[src/rtl/mac_dot_sequencer.sv]
// Operand sequencer for a latency-MAC_LAT multiply-accumulate core: buffers (a,b) pairs,
// issues them one at a time, and returns one dot product per job. Define MAC_SEQ_OVF_EN for overflow flagging.
`timescale 1ns/1ps
module mac_dot_sequencer #(
  parameter int DW         = 16,
  parameter int AW         = 32,
  parameter int MAC_LAT    = 1,
  parameter int FIFO_DEPTH = 4,
  parameter int LEN_W      = 8
) (
  input  logic             clk,
  input  logic             rst,
  input  logic             start,
  input  logic [LEN_W-1:0] vec_len,
  input  logic [AW-1:0]    init_acc,
  input  logic             in_valid,
  output logic             in_ready,
  input  logic [DW-1:0]    in_a,
  input  logic [DW-1:0]    in_b,
  output logic [DW-1:0]    mac_a,
  output logic [DW-1:0]    mac_b,
  output logic [AW-1:0]    mac_acc_in,
  input  logic [AW-1:0]    mac_acc_out,
  output logic             res_valid,
  input  logic             res_ready,
  output logic [AW-1:0]    res_data,
  output logic             res_ovf,
  output logic             busy
);

  localparam int PW  = $clog2(FIFO_DEPTH);
  localparam int WCW = (MAC_LAT < 2) ? 1 : $clog2(MAC_LAT + 1);

  typedef enum logic [1:0] {S_IDLE, S_ISSUE, S_WAIT, S_DONE} state_t;

  state_t           r_state, w_next;
  logic [DW-1:0]    r_fifo_a [FIFO_DEPTH];
  logic [DW-1:0]    r_fifo_b [FIFO_DEPTH];
  logic [PW:0]      r_wr_ptr, r_rd_ptr;
  logic [LEN_W-1:0] r_count;
  logic [WCW-1:0]   r_wait_cnt;
  logic [AW-1:0]    r_acc;
  logic             w_full, w_empty, w_push, w_pop, w_wait_done, w_start;

  // Extra pointer MSB distinguishes full from empty when the indices match.
  assign w_empty     = (r_wr_ptr == r_rd_ptr);
  assign w_full      = (r_wr_ptr[PW] != r_rd_ptr[PW]) && (r_wr_ptr[PW-1:0] == r_rd_ptr[PW-1:0]);
  assign w_push      = in_valid && !w_full;
  assign w_pop       = (r_state == S_ISSUE) && !w_empty;
  assign w_start     = (r_state == S_IDLE) && start;
  assign w_wait_done = (r_state == S_WAIT) && (r_wait_cnt == WCW'(1));

  always_ff @(posedge clk or negedge rst) begin
    if (!rst) begin
      r_wr_ptr <= '0;
      r_rd_ptr <= '0;
    end else begin
      if (w_push) r_wr_ptr <= r_wr_ptr + 1'b1;
      if (w_pop)  r_rd_ptr <= r_rd_ptr + 1'b1;
    end
  end

  // NOTE: the storage array is deliberately not reset; the pointers alone decide which entries are live.
  always_ff @(posedge clk) begin
    if (w_push) begin
      r_fifo_a[r_wr_ptr[PW-1:0]] <= in_a;
      r_fifo_b[r_wr_ptr[PW-1:0]] <= in_b;
    end
  end

  always_ff @(posedge clk or negedge rst) begin
    if (!rst) r_state <= S_IDLE;
    else      r_state <= w_next;
  end

  // NOTE: w_next gets its default before the case so no path can leave it unassigned (no latch).
  always_comb begin
    w_next = r_state;
    case (r_state)
      S_IDLE:  if (start) w_next = (vec_len == '0) ? S_DONE : S_ISSUE;
      S_ISSUE: if (!w_empty) w_next = S_WAIT;
      S_WAIT:  if (w_wait_done) w_next = (r_count == '0) ? S_DONE : S_ISSUE;
      S_DONE:  if (res_ready) w_next = S_IDLE;
      default: w_next = S_IDLE;
    endcase
  end

  always_ff @(posedge clk or negedge rst) begin
    if (!rst) begin
      r_count    <= '0;
      r_wait_cnt <= '0;
      r_acc      <= '0;
    end else begin
      if (w_start) begin
        r_count <= vec_len;
        r_acc   <= init_acc;
      end
      if (w_pop) begin
        r_count    <= r_count - 1'b1;
        r_wait_cnt <= WCW'(MAC_LAT);
      end
      if (r_state == S_WAIT) r_wait_cnt <= r_wait_cnt - 1'b1;
      if (w_wait_done) r_acc <= mac_acc_out;
    end
  end

`ifdef MAC_SEQ_OVF_EN
  logic r_ovf, r_prod_sign, r_prod_nz, w_ovf_step;

  // r_acc still holds the issued acc_in throughout WAIT, so its MSB is the acc_in sign.
  assign w_ovf_step = r_prod_nz && (r_acc[AW-1] == r_prod_sign) &&
                      (mac_acc_out[AW-1] != r_acc[AW-1]);

  always_ff @(posedge clk or negedge rst) begin
    if (!rst) begin
      r_ovf       <= 1'b0;
      r_prod_sign <= 1'b0;
      r_prod_nz   <= 1'b0;
    end else begin
      if (w_start) r_ovf <= 1'b0;
      if (w_pop) begin
        r_prod_sign <= r_fifo_a[r_rd_ptr[PW-1:0]][DW-1] ^ r_fifo_b[r_rd_ptr[PW-1:0]][DW-1];
        r_prod_nz   <= (r_fifo_a[r_rd_ptr[PW-1:0]] != '0) && (r_fifo_b[r_rd_ptr[PW-1:0]] != '0);
      end
      if (w_wait_done && w_ovf_step) r_ovf <= 1'b1;
    end
  end

  assign res_ovf = r_ovf;
`else
  assign res_ovf = 1'b0;
`endif

  assign in_ready   = !w_full;
  assign mac_a      = w_pop ? r_fifo_a[r_rd_ptr[PW-1:0]] : '0;
  assign mac_b      = w_pop ? r_fifo_b[r_rd_ptr[PW-1:0]] : '0;
  assign mac_acc_in = r_acc;
  assign res_valid  = (r_state == S_DONE);
  assign res_data   = r_acc;
  assign busy       = (r_state != S_IDLE);

endmodule

[config.mk]
export PLATFORM = sky130hd
export DESIGN_NAME = mac_dot_sequencer
export DESIGN_NICKNAME = d
export VERILOG_FILES = /design/src/rtl/mac_dot_sequencer.sv
export SDC_FILE = /design/constraint.sdc
export NUM_CORES = 1
export LEC_CHECK = 0
export CORE_ASPECT_RATIO = 2
export CORE_MARGIN = 4
export CORE_UTILIZATION = 30
export CTS_CLUSTER_DIAMETER = 120
export DETAILED_ROUTE_END_ITERATION = 6
export PLACE_DENSITY = 0.53
export SYNTH_ARGS = -nofsm -noshare
export SYNTH_HDL_FRONTEND = slang
export SYNTH_SLANG_ARGS = --single-unit
[constraint.sdc]
create_clock -name clk -period 3.08 [get_ports clk]
set_input_delay 0.616 -clock clk [delete_from_list [all_inputs] [get_ports clk]]
set_output_delay 0.616 -clock clk [all_outputs]
set_load 0.05 [all_outputs]
-- Word-level counts from Yosys, hierarchy flattened
Memories as Yosys holds them, arrays and structs flattened.
Index checks and enable logic that the tools add are counted.
- bits in registers: 49
- RAM bits: 128
- input port bits: 109
- output and inout port bits: 100
- logic and storage cells: 54
- memories: 2
- add/subtract/negate cells: 4
- eq/ne operators: 10
- multiplexer cells: 17
- reduce and logical (&&, ||, !) cells: 15
- memories (memory ; words ; bits a word ; rd ports ; clocked after Yosys merged registers in ; wr ports ; line ; text):
    r_fifo_a ; 4 ; 16 ; 1 ; 0 ; 1 ; 37 ; logic [DW-1:0] r_fifo_a [FIFO_DEPTH];
    r_fifo_b ; 4 ; 16 ; 1 ; 0 ; 1 ; 38 ; logic [DW-1:0] r_fifo_b [FIFO_DEPTH];
- operators by type and width (operator ; count):
    $mux 32 ; 2
    $mux 16 ; 2
    $logic_not 8->1 ; 2
    $mux 8 ; 2
    $mux 2 ; 6
    $pmux 2 s4 ; 1
    $reduce_bool 2->1 ; 4
    $sub 8x1->8 const B ; 1
    $add 3x1->3 const B ; 2
    $ne 2x2->1 const B ; 3
    $logic_and 1x1->1 ; 5
    $eq 2x2->1 const B ; 2
    $mux 1 ; 4
    $reduce_and 4->1 ; 1
    $eq 3x3->1 ; 1
    $eq 2x1->1 const B ; 1
    $eq 2x2->1 ; 1
    $logic_not 1->1 ; 2
    $logic_not 2->1 ; 1
    $ne 2x1->1 const B ; 1
    $ne 1x1->1 ; 1
    $sub 1x1->1 const B ; 1

-- Longest topological paths before layout
- depth after elaboration: 6
- mapped depth: 6
- mapped depth without buffers: 6

-- Worst setup path after synthesis
OpenSTA, ideal clock, no wires.
- kind: register to output
- from: register r_rd_ptr[1]
- to: output port mac_b[10]
- arrival: 1.786 ns
- data required time: 2.464 ns
- setup slack: 0.678 ns
- cell stages (with the launch flop): 6
- path buffers: 2
- path through: dfrtp_1 > buf_2 > xor2_1 > o31a_1 > clkbuf_1 > and2_1
- longest elaborated chain between the ends: 4
- elaborated cells on any way between the ends: 5
- those cells by class: eq/ne: 1; mux: 1; reduce/logical: 2; memory: 1
- ends and longest elaborated chain (element ; line ; text):
    start: declaration ; 39 ; logic [PW:0] r_wr_ptr, r_rd_ptr;
    start signal: assignment ; 59 ; if (w_pop) r_rd_ptr <= r_rd_ptr + 1'b1;
    $eq 3x3->1 ; 46 ; assign w_empty = (r_wr_ptr == r_rd_ptr);
    $logic_not 1->1 ; - ;
    $logic_and 1x1->1 ; 49 ; assign w_pop = (r_state == S_ISSUE) && !w_empty;
    $mux 16 * ; 136 ; assign mac_b = w_pop ? r_fifo_b[r_rd_ptr[PW-1:0]] : '0;
    end: declaration ; 21 ; output logic [DW-1:0] mac_b,
Mark *: on every way between the ends. The rest lies on a longest branch, timed or not.

-- Worst setup path after layout
- from: register r_rd_ptr[2]
- to: output port mac_b[11]
- longest elaborated chain between the ends: 4
- ends and longest elaborated chain (element ; line):
    $eq 3x3->1 ; 46
    $logic_not 1->1 ; -
    $logic_and 1x1->1 ; 49
    $mux 16 ; 136
No other way between the ends.

==> metrics.cfg <==
[run_status]
status=finished, final reports clean

[sta]
setup_viol=0
hold_violations=0
worst_slew_pin_slew_ns=0.725
relSlewSlack_pct=51.2
rsz0062_at_grt=false
setup_ws_ns=0.301
tns_ns=0
fmax_mhz=360
fin_crit_sh_pct=90.2
fin_crit_ns=2.78
skew_ns=0.00617
slew_viol_final=0

[floorplanning]
core-area_sq_um=25000
die_y_um=233
die_x_um=121
rows=82
io_pins=209
start_util_pct=30.3
die_area_sq_um=28100

[logic_synthesis]
synth_cells=490
yosys.area.top_type_share_pct=50.6
synth.cell_area_sq_um=7600
yosysWarnings=0
ys_types=41
syn_avg_cell_area_sq_um=15.5
synth-main-ff-cell=edfxtp_1
ys_seq_area_share_pct=66.7
synth_area_leaders=edfxtp_1 (51%), dfrtp_1 (16%), mux4_2 (9.5%), mux2i_1 (4.2%), buf_4 (3.3%)
synth_edf_count=128
yosysMostFrequentCell=edfxtp_1
syn_nets=605
yosys-top-cells-count=edfxtp_1 (128), dfrtp_1 (49), nand2_1 (46)
synth-seq-cells=177
synth-async-reset-ratio_pct=27.7
synth_largest_area_cell=edfxtp_1

[grt]
grt_start_max_net_pins=53
antenna_found_initial=0
gr-usage-all-layers_pct=13.2
grt_first_pass_wirelength_um=28500
overflow=0
first_global_vias=5115

[routing]
first_pass_iters=4
drc=0
vias=4709
via_per_inst=4.63
drtIter0Drc=126
routed_wl_um=18000
wl_per_cell_um=17.7
final_antenna_net_count=0

[run]
cap_violations=0

[worst_setup_path]
required_ns=2.46
critPathLaunchType=flop
cp.arrival_ns=2.16
cp-end-kind=output pin
worstReg2RegStart=r_rd_ptr[1]
timing.rr.end=r_fifo_a[3][3]
crit_path_end=mac_b[11]
r2r_slack_ns=0.75
r2r_cells=5
worstSetupStartpoint=r_rd_ptr[2]
critPathKind=flop to output pin
cp_max_fo=28

[place]
io_buffers=207
dp_slack_ns=0.582
detailed_place_hpwl_um=12600
gp_congestion=0.823

[layout]
area_growth_pct=42.0
nNetsFinal=785
post-route-util_pct=43.1
n_antenna_cell=0
drive_gt1_share_pct=17.9

[clock_network]
clock_path_buffers=2
cts-buffers-inserted=17
clk_pin_slew_worst_paths_ns=0.06
post-cts-setup-buffers=0
cts.repair.resized=0
clockRootBuffer=clkbuf_16
cts-hold-fix-buffers=0
cts.sinks=177
clk_latency_ns=0.43
cts_tree=done
htree_levels=4

[power]
ir_drop_uv=788
p_per_area_nw_per_um2=1160
leakage_nw=3.97

[worst_hold_path]
hold_path.class=input port to asynchronous set/reset pin

==> cell usage in the layout, fill, tap and decap left out, types with 2 or more instances in the layout <==
cell	synthesis	layout
bufinv_16	0	2
o311ai_0	4	4
o31ai_1	2	2
nand2_1	46	46
nor3_1	2	2
or2_2	2	2
edfxtp_1	128	128
mux4_2	32	32
a31oi_1	2	2
ha_1	6	6
o21ai_0	37	37
nor4_1	4	4
clkinv_1	0	3
clkbuf_16	0	17
dfrtp_1	49	47
a21oi_1	2	2
clkbuf_1	14	2
clkdlybuf4s50_1	0	173
xnor2_1	5	5
buf_4	33	7
xor2_1	4	4
clkinv_4	0	2
nor2_1	3	3
o211ai_1	3	3
mux2i_1	32	32
and2_2	0	4
inv_6	0	3
nand3_1	4	4
and2_1	37	33
dfrtp_2	0	2
or3b_2	2	2
nor2b_1	2	2
or4_1	2	2
inv_1	8	8
buf_12	0	38
==> how the worst min path moves through the flow <==
stage,startpoint,slack [ns],depth (start not counted),end
floorplan,rst,0.32,0,mac_acc_in[0]
global placement,r_wr_ptr[2],0.47,1,r_wr_ptr[2]
detailed placement,r_rd_ptr[2],0.48,1,r_rd_ptr[2]
global route,rst,0.28,1,mac_acc_in[18]
finish,rst,0.23,1,mac_acc_in[17]
CTS,rst,0.23,1,mac_acc_in[18]
==> critical path: stages (launching register included) <==
cell and delay (ns):
dfrtp_1 0.40, xor2_1 0.37, o31a_1 0.38, buf_12 0.21, and2_1 0.22, buf_12 0.15
==> sequential cells by signal, summed over array words and instances (netlist names) <==
signal      cells
r_fifo_a       64
r_fifo_b       64
mac_acc_in     32
r_count         8
r_rd_ptr        3
r_wr_ptr        3
r_state         2
r_wait_cnt      1
==> kinds of logic (layout without fill, tap and decap cells) <==
family,after synthesis,in the layout,synth area share [%]
flip-flops,177,177,66.7
AND/OR/NAND/NOR,110,110,7.67
buffers and inverters,66,258,5.07
multiplexers,64,64,13.7
AO/OA/AOI/OAI,57,57,4.74
XOR/XNOR,9,9,1.04
adder cells (fa/ha/maj),6,6,0.988
other,1,1,0.0494
==> report_power, final <==
part           leakage, nW  internal, W  switching [W]
combinational         1.93      0.00268        0.00402
clock                0.273      0.00120       0.000890
sequential            1.77      0.00332       0.000398
total                 3.97      0.00720        0.00530
==> metal layers <==
| layer | global-route usage, % | wire length (um) |
|---|---|---|
| met1 | 14.9 | 7140 |
| met2 | 23.6 | 9320 |
| met3 | 4.48 | 1300 |
| met4 | 3.97 | 275 |
| met5 | 0 | 0 |
==> through the flow <==
step / cells / area (sq um) / total power, W / hold slack [ns]
finish: 1018 / 10800 / 0.0125 / 0.232
CTS: 1018 / 10800 / 0.0127 / 0.231
detailed placement: 987 / 10200 / 0.0106 / 0.480
global route: 1018 / 10800 / 0.0132 / 0.284
floorplan: 490 / 7600 / 0.00812 / 0.320
global placement: 987 / 10200 / 0.0105 / 0.473
==> final cells by class <==
cell class	count	area (sq um)
fill	2362	14200
sequential	177	5070
timing repair buffer	219	2550
multi-input combinational	247	2150
clock buffer	19	433
tap	336	420
clock inverter	12	134
inverter	8	30.0
Note: power is estimated with default switching activity, not from simulation.
